### src/rtl/dvp_pkg.sv
// dvp_pkg: shared definitions for the DVP frame transmitter.
//   - dvp_state_e   : frame FSM states
//   - RGB565 field positions and the byte split used on the DVP bus
//   - the eight full-scale colour-bar constants used by dvp_tpg
//   - cnt_w()       : counter width helper that never returns zero
package dvp_pkg;

    typedef enum logic [2:0] {
        S_IDLE   = 3'd0,
        S_VSYNC  = 3'd1,
        S_VBACK  = 3'd2,
        S_ACTIVE = 3'd3,
        S_VFRONT = 3'd4
    } dvp_state_e;

    localparam int PIX_W = 16;

    // RGB565 layout {R[4:0],G[5:0],B[4:0]}
    localparam int RGB_R_MSB = 15;
    localparam int RGB_R_LSB = 11;
    localparam int RGB_G_MSB = 10;
    localparam int RGB_G_LSB = 5;
    localparam int RGB_B_MSB = 4;
    localparam int RGB_B_LSB = 0;

    localparam logic [PIX_W-1:0] BAR_WHITE   = 16'hFFFF;
    localparam logic [PIX_W-1:0] BAR_YELLOW  = 16'hFFE0;
    localparam logic [PIX_W-1:0] BAR_CYAN    = 16'h07FF;
    localparam logic [PIX_W-1:0] BAR_GREEN   = 16'h07E0;
    localparam logic [PIX_W-1:0] BAR_MAGENTA = 16'hF81F;
    localparam logic [PIX_W-1:0] BAR_RED     = 16'hF800;
    localparam logic [PIX_W-1:0] BAR_BLUE    = 16'h001F;
    localparam logic [PIX_W-1:0] BAR_BLACK   = 16'h0000;

    function automatic int cnt_w(input int n);
        return (n > 1) ? $clog2(n) : 1;
    endfunction

    // First byte on the bus: {R[4:0],G[5:3]}
    function automatic logic [7:0] dvp_hi_byte(input logic [PIX_W-1:0] p);
        return {p[RGB_R_MSB:RGB_R_LSB], p[RGB_G_MSB:RGB_G_MSB-2]};
    endfunction

    // Second byte on the bus: {G[2:0],B[4:0]}
    function automatic logic [7:0] dvp_lo_byte(input logic [PIX_W-1:0] p);
        return {p[RGB_G_LSB+2:RGB_G_LSB], p[RGB_B_MSB:RGB_B_LSB]};
    endfunction

    // Bar order: white, yellow, cyan, green, magenta, red, blue, black
    function automatic logic [PIX_W-1:0] bar_rgb565(input int idx);
        logic [PIX_W-1:0] c;
        case (idx)
            0:       c = BAR_WHITE;
            1:       c = BAR_YELLOW;
            2:       c = BAR_CYAN;
            3:       c = BAR_GREEN;
            4:       c = BAR_MAGENTA;
            5:       c = BAR_RED;
            6:       c = BAR_BLUE;
            default: c = BAR_BLACK;
        endcase
        return c;
    endfunction

endpackage

### src/rtl/dvp_tpg.sv
// dvp_tpg: 8-bar colour-bar pattern generator (combinational).
// Ports:
//   i_pixel_x  in  X_W    horizontal pixel index within the active line
//   o_pix      out 16     RGB565 colour of the bar containing i_pixel_x
// Bar index = i_pixel_x*8/H_ACTIVE; indices past the active width give black.
module dvp_tpg
    import dvp_pkg::*;
#(
    parameter int H_ACTIVE = 1280,
    parameter int X_W      = 10
) (
    input  logic [X_W-1:0]   i_pixel_x,
    output logic [PIX_W-1:0] o_pix
);

    assign o_pix = bar_rgb565((int'(i_pixel_x) * 8) / H_ACTIVE);

endmodule

### src/rtl/dvp_frame_tx.sv
// dvp_frame_tx: camera-side DVP transmitter (OV5642 emulator).
// Serialises RGB565 pixels into the byte-wide DVP bus with programmable
// frame timing. Every line is L = 2*H_ACTIVE + H_BLANK pclk cycles.
// Optional build macro: DVP_TPG_EN adds i_tpg_sel and an internal
// colour-bar source (dvp_tpg).
// Ports:
//   i_pclk         pixel/byte clock, rising edge
//   i_rst          synchronous active-high reset
//   i_enable       start/continue frame generation (checked at frame end)
//   i_pix_data     RGB565 pixel, i_pix_valid qualifies it
//   o_pix_ready    pixel accepted when i_pix_valid && o_pix_ready
//   i_tpg_sel      (DVP_TPG_EN only) use the colour-bar generator
//   o_vsync/o_href/o_pdata  registered DVP bus
//   o_frame_start  one-cycle pulse in the cycle o_vsync first reads 0
//   o_underrun     sticky: an active pixel found no data
//   o_busy         FSM is not idle
module dvp_frame_tx
    import dvp_pkg::*;
#(
    parameter int H_ACTIVE    = 1280,
    parameter int H_BLANK     = 256,
    parameter int V_ACTIVE    = 720,
    parameter int VSYNC_LINES = 4,
    parameter int V_BACK      = 16,
    parameter int V_FRONT     = 4
) (
    input  logic             i_pclk,
    input  logic             i_rst,
    input  logic             i_enable,
    input  logic [PIX_W-1:0] i_pix_data,
    input  logic             i_pix_valid,
`ifdef DVP_TPG_EN
    input  logic             i_tpg_sel,
`endif
    output logic             o_pix_ready,
    output logic             o_vsync,
    output logic             o_href,
    output logic [7:0]       o_pdata,
    output logic             o_frame_start,
    output logic             o_underrun,
    output logic             o_busy
);

    localparam int L        = 2 * H_ACTIVE + H_BLANK;
    localparam int CYC_W    = cnt_w(L);
    localparam int LN_MAX_A = (VSYNC_LINES > V_BACK) ? VSYNC_LINES : V_BACK;
    localparam int LN_MAX_B = (V_ACTIVE > V_FRONT) ? V_ACTIVE : V_FRONT;
    localparam int LN_MAX   = (LN_MAX_A > LN_MAX_B) ? LN_MAX_A : LN_MAX_B;
    localparam int LN_W     = cnt_w(LN_MAX);

    dvp_state_e       r_state, w_state_nxt;
    logic [CYC_W-1:0] r_cyc, w_cyc_nxt;
    logic [LN_W-1:0]  r_line, w_line_nxt;
    logic [LN_W-1:0]  w_line_last;
    logic             w_eol;
    logic             w_eos;

    logic             r_hold_vld;
    logic [PIX_W-1:0] r_hold;
    logic [7:0]       r_lo;

    logic             w_tpg;
    logic [PIX_W-1:0] w_tpg_pix;
    logic [PIX_W-1:0] w_src_pix;
    logic             w_src_ok;
    logic             w_act_byte;
    logic             w_even;
    logic             w_consume;
    logic             w_load;

`ifdef DVP_TPG_EN
    dvp_tpg #(
        .H_ACTIVE (H_ACTIVE),
        .X_W      (CYC_W - 1)
    ) u_tpg (
        .i_pixel_x (r_cyc[CYC_W-1:1]),
        .o_pix     (w_tpg_pix)
    );
    assign w_tpg = i_tpg_sel;
`else
    assign w_tpg     = 1'b0;
    assign w_tpg_pix = '0;
`endif

    // ---------------- frame timing ----------------
    always_comb begin
        w_line_last = '0;
        case (r_state)
            S_VSYNC:  w_line_last = LN_W'(VSYNC_LINES - 1);
            S_VBACK:  w_line_last = LN_W'(V_BACK - 1);
            S_ACTIVE: w_line_last = LN_W'(V_ACTIVE - 1);
            S_VFRONT: w_line_last = LN_W'(V_FRONT - 1);
            default:  w_line_last = '0;
        endcase
    end

    assign w_eol = (r_cyc == CYC_W'(L - 1));
    assign w_eos = w_eol && (r_line == w_line_last);

    always_comb begin
        w_state_nxt = r_state;
        w_cyc_nxt   = r_cyc;
        w_line_nxt  = r_line;
        if (r_state == S_IDLE) begin
            w_cyc_nxt  = '0;
            w_line_nxt = '0;
            if (i_enable) begin
                w_state_nxt = S_VSYNC;
            end
        end else begin
            w_cyc_nxt = w_eol ? '0 : r_cyc + CYC_W'(1);
            if (w_eol) begin
                w_line_nxt = w_eos ? '0 : r_line + LN_W'(1);
            end
            if (w_eos) begin
                case (r_state)
                    S_VSYNC:  w_state_nxt = S_VBACK;
                    S_VBACK:  w_state_nxt = S_ACTIVE;
                    S_ACTIVE: w_state_nxt = S_VFRONT;
                    // i_enable is only honoured here, so frames never truncate
                    S_VFRONT: w_state_nxt = i_enable ? S_VSYNC : S_IDLE;
                    default:  w_state_nxt = S_IDLE;
                endcase
            end
        end
    end

    // ---------------- pixel handshake ----------------
    assign w_act_byte = (r_state == S_ACTIVE) && (r_cyc < CYC_W'(2 * H_ACTIVE));
    assign w_even     = w_act_byte && !r_cyc[0];
    assign w_consume  = w_even && !w_tpg;

    // Ready may assert while the holding register is being consumed, which
    // lets a new pixel land in the same cycle with no bubble.
    assign o_pix_ready = ((r_state == S_VBACK) || (r_state == S_ACTIVE)) && !w_tpg
                         && (!r_hold_vld || w_consume);
    assign w_load      = o_pix_ready && i_pix_valid;

    assign w_src_pix = w_tpg ? w_tpg_pix : r_hold;
    assign w_src_ok  = w_tpg || r_hold_vld;

    assign o_busy = (r_state != S_IDLE);

    // ---------------- registered control and bus ----------------
    always_ff @(posedge i_pclk) begin
        if (i_rst) begin
            r_state       <= S_IDLE;
            r_cyc         <= '0;
            r_line        <= '0;
            r_hold_vld    <= 1'b0;
            o_vsync       <= 1'b0;
            o_href        <= 1'b0;
            o_pdata       <= 8'h00;
            o_frame_start <= 1'b0;
            o_underrun    <= 1'b0;
        end else begin
            r_state <= w_state_nxt;
            r_cyc   <= w_cyc_nxt;
            r_line  <= w_line_nxt;

            if (w_load) begin
                r_hold_vld <= 1'b1;
            end else if (w_consume) begin
                r_hold_vld <= 1'b0;
            end

            o_vsync       <= (r_state == S_VSYNC);
            o_href        <= w_act_byte;
            o_frame_start <= (r_state == S_VBACK) && (r_line == '0) && (r_cyc == '0);

            if (w_even) begin
                // An empty holding register sends a black pixel and flags it
                o_pdata <= w_src_ok ? dvp_hi_byte(w_src_pix) : 8'h00;
                if (!w_src_ok) begin
                    o_underrun <= 1'b1;
                end
            end else if (w_act_byte) begin
                o_pdata <= r_lo;
            end else begin
                o_pdata <= 8'h00;
            end
        end
    end

    // ---------------- pixel data (validity tracked by r_hold_vld) ----------------
    always_ff @(posedge i_pclk) begin
        if (w_load) begin
            r_hold <= i_pix_data;
        end
        if (w_even) begin
            r_lo <= w_src_ok ? dvp_lo_byte(w_src_pix) : 8'h00;
        end
    end

endmodule

### config.mk
export PLATFORM = sky130hd
export DESIGN_NAME = dvp_frame_tx
export DESIGN_NICKNAME = d
export VERILOG_FILES = /design/src/rtl/dvp_pkg.sv /design/src/rtl/dvp_tpg.sv /design/src/rtl/dvp_frame_tx.sv
export SDC_FILE = /design/constraint.sdc
export NUM_CORES = 1
export LEC_CHECK = 0
export CAP_MARGIN = 0
export CORE_MARGIN = 2
export CORE_UTILIZATION = 40
export DETAILED_ROUTE_END_ITERATION = 8
export HOLD_SLACK_MARGIN = 0.08
export SYNTH_ARGS = -nofsm -noshare
export SYNTH_HDL_FRONTEND = slang
export SYNTH_HIERARCHICAL = 1
export SYNTH_SLANG_ARGS = --single-unit
### constraint.sdc
create_clock -name i_pclk -period 2.3 [get_ports i_pclk]
set_input_delay 0.69 -clock i_pclk [delete_from_list [all_inputs] [get_ports i_pclk]]
set_output_delay 0.69 -clock i_pclk [all_outputs]
set_load 0.02 [all_outputs]
==> metrics.md <==
| Metric | Value |
|---|---|
| Worst vdd ir | `0.000410 V` |
| Root buffer cell | `clkbuf_8` |
| Startpoint Class | `register` |
| Asr flop ratio synth | `0%` |
| IO Count | `34` |
| FMAX | `around 450 MHz` |
| # rows | `28` |
| Final Slew Violations | `0` |
| Clk buf depth | `2` |
| Post-synthesis cell count | `234` |
| Commonest non-fill, non-tap cells in the layout | `dfxtp_1, nor2_1, clkdlybuf4s50_1` |
| Compound-Gate Fraction of Synth Area | `6.28%` |
| Dpl hpwl | `3490 um` |
| Simple-gate share of the synthesized area | `23.1%` |
| Starting density of the core | `42.0%` |
| CTS clock-pin slew for the worst setup and hold paths | `approximately 0.07 ns` |
| CP arrival | `1.52 ns` |
| GRT Util Overall | `14.8%` |
| Max Cap Violations | `0` |
| Post-CTS Setup Repair Bufs | `0` |
| Clock Skews | `0.00811 ns` |
| Final hold vios | `0` |
| Drt drc | `0` |
| Placed cells | `between 300 and 400` |
| Sink Count | `a little over 60` |
| Wire per inst | `between 10 and 15 um` |
| Synth cell types | `39` |
| Average size of a mapped cell | `between 10 and 15 sq um` |
| Worst slew margin | `roughly 62%` |
| DRT antenna net count | `0` |
| Period minus WS final | `2.21 ns` |
| Total power draw | `2180 uW` |
| Final Setup Violations | `0` |
| Leakage power | `0.00113 uW` |
| Number of enable flip-flop cells after synthesis | `24` |
| Total Nets Final | `~300` |
| Vias per Instance | `4.99` |
| Latest clock arrival within the worst-skew pair | `0.34 ns` |
| Global-route wire length before repair | `8170 um` |
| Crit end category | `primary output` |
| Synth Cell Area | `2530 sq um` |
| Pin count of the biggest net entering global routing | `16` |
| Mux cell area share after synthesis | `0.840%` |
| Global route overflow | `0` |
| WL final | `between 4000 and 5000 um` |
| Hold slack | `~0.47 ns` |
| Prevailing post-synth register cell | `dfxtp_1` |
| Overall die height | `83.6 um` |
| Port-buffer cells | `33` |
| Status | `finished clean` |
| Slew @ Worst Pin | `between 0.5 and 0.6 ns` |
| Vias in the first global route | `1,758` |
| CTS buffer count | `9` |
| Fill cell count | `563` |
| Area occupied by multi-input gates | `988 sq um` |
| Placer Congestion | `0.749` |
| Dpl cell area | `3030 sq um` |
| Net Count, Synth | `258` |
| Layout Area Growth over Synthesis | `27.6%` |
| H-tree depth | `3` |
| Die width | `83.6 um` |
| Post-Synth XOR/XNOR Area | `6.57%` |
| Detailed-route via count | `~1,800` |
| Worst Setup Path Type | `register to primary output` |
| Largest family of logic cells by synthesized area | `simple AND/OR/NAND/NOR gates` |
| Most common cell after layout, fill and taps aside | `dfxtp_1` |
| Power per Cell Area | `675 nW/um^2` |
| Initial antenna violation count | `0` |
| Core box area | `around 6000 sq um` |
| Crit share post-route | `around 96%` |
| Final Instance Count excl. Fillers | `364` |
| CTS hold repair buffers | `0` |
| Antenna diodes | `0` |
| CP Data Required Time | `1.61 ns` |
| RSZ-0062 raised after global routing | `false` |
| Worst min path class | `register to register` |
| Sequential Area | `1480 sq um` |
| Adder-cell share of the synthesized area | `1.98%` |
| Layout cells sized above 1 | `between 10 and 15%` |
| Design area | `3230 sq um` |
| DRT Pass-1 Iters | `5` |
| Synth Warn # | `6` |
| Worst-path fanout max | `8` |
| Die ar. | `roughly 7000 sq um` |
| Seq cells post-synth | `62` |
| CTS tree | `yes` |
| 1st-iter DRT viols | `84` |
| Register area share after synthesis | `58.5%` |
| Fin Setup TNS | `0 ns` |
logic make-up (layout without fill, tap and decap cells):
logic type	Yosys count	after routing
compound gates	22	22
xor+xnor	19	19
fa+ha+maj	4	4
buf+inv	16	71
flops	62	62
mux	2	2
simple gates	109	109
timing repair:
action | 4_1_cts | 5_1_grt
pin swaps | 0 | 1
setup endpoints to repair | 2 | 1
resized for setup | 4 | 3
layout make-up:
class                           instances  share of cell area, %
Clock buffer                            9                   3.84
Clock inverter                          7                   2.25
Inverter                                7                  0.814
Multi-Input combinational cell        156                   30.6
Sequential cell                        62                   45.9
Tap cell                               75                   2.91
Timing Repair Buffer                   48                   13.7
critical path, stage by stage, from the launching register on:
cell           delay, ns
dfxtp_1             0.31
buf_4               0.15
or3_4               0.38
dlygate4sd2_1       0.33
metrics by stage:
stage               util [%]  worst slack (ns)
CTS                     53.5           0.00972
finish                  53.6            0.0942
floorplan                  -             0.143
global route            53.6            0.0230
global placement        50.2            0.0550
detailed placement      50.2            0.0453
state kept, by name, indices dropped and copies added (netlist names):
register / cells
o_href: 1
o_pdata: 8
r_state: 3
r_hold_vld: 1
r_lo: 8
o_frame_start: 1
r_line: 10
o_vsync: 1
o_underrun: 1
r_cyc: 12
r_hold: 16
Yosys cell counts, drive strengths merged, types with 6 or more instances:
| library cell | instances | area (sq um) |
|---|---|---|
| nor2 | 32 | 120 |
| and2 | 12 | 75.1 |
| xor2 | 10 | 87.6 |
| inv | 7 | 26.3 |
| nand3 | 8 | 40.0 |
| dfxtp | 38 | 761 |
| nor3 | 15 | 80.1 |
| and3 | 9 | 57.6 |
| a22oi | 9 | 67.6 |
| edfxtp | 24 | 721 |
| xnor2 | 9 | 78.8 |
| clkbuf | 8 | 30.0 |
| nand4 | 6 | 37.5 |
| nand2 | 8 | 30.0 |
layer usage:
metal | up-vias | GRT usage [%] | wire length [um]
met4 | 0 | 6.60 | 43
li1 | 928 | - | -
met1 | 838 | 21.1 | 2490
met5 | - | 0 | 0
met2 | 45 | 21.3 | 2090
met3 | 7 | 3.36 | 236
report_power, final:
group | leakage (uW) | internal [uW] | total, uW | switching (uW)
clock | 0.0000960 | 503 | 949 | 446
combinational | 0.000526 | 49.6 | 86.7 | 37.2
sequential | 0.000505 | 1140 | 1140 | 3.86
total | 0.00113 | 1690 | 2180 | 487
path summary, 6_finish.rpt:
| kind | startpoint | end | slack, ns | depth (start not counted) |
|---|---|---|---|---|
| setup / recovery | r_state[1] | o_busy | 0.09 | 3 |
| hold / removal | o_underrun | o_underrun | 0.47 | 2 |
| setup reg to reg | r_state[1] | r_state[0] | 0.28 | 6 |
| hold reg to reg | o_underrun | o_underrun | 0.47 | 2 |
No activity file was read; power rests on OpenSTA's default activity.
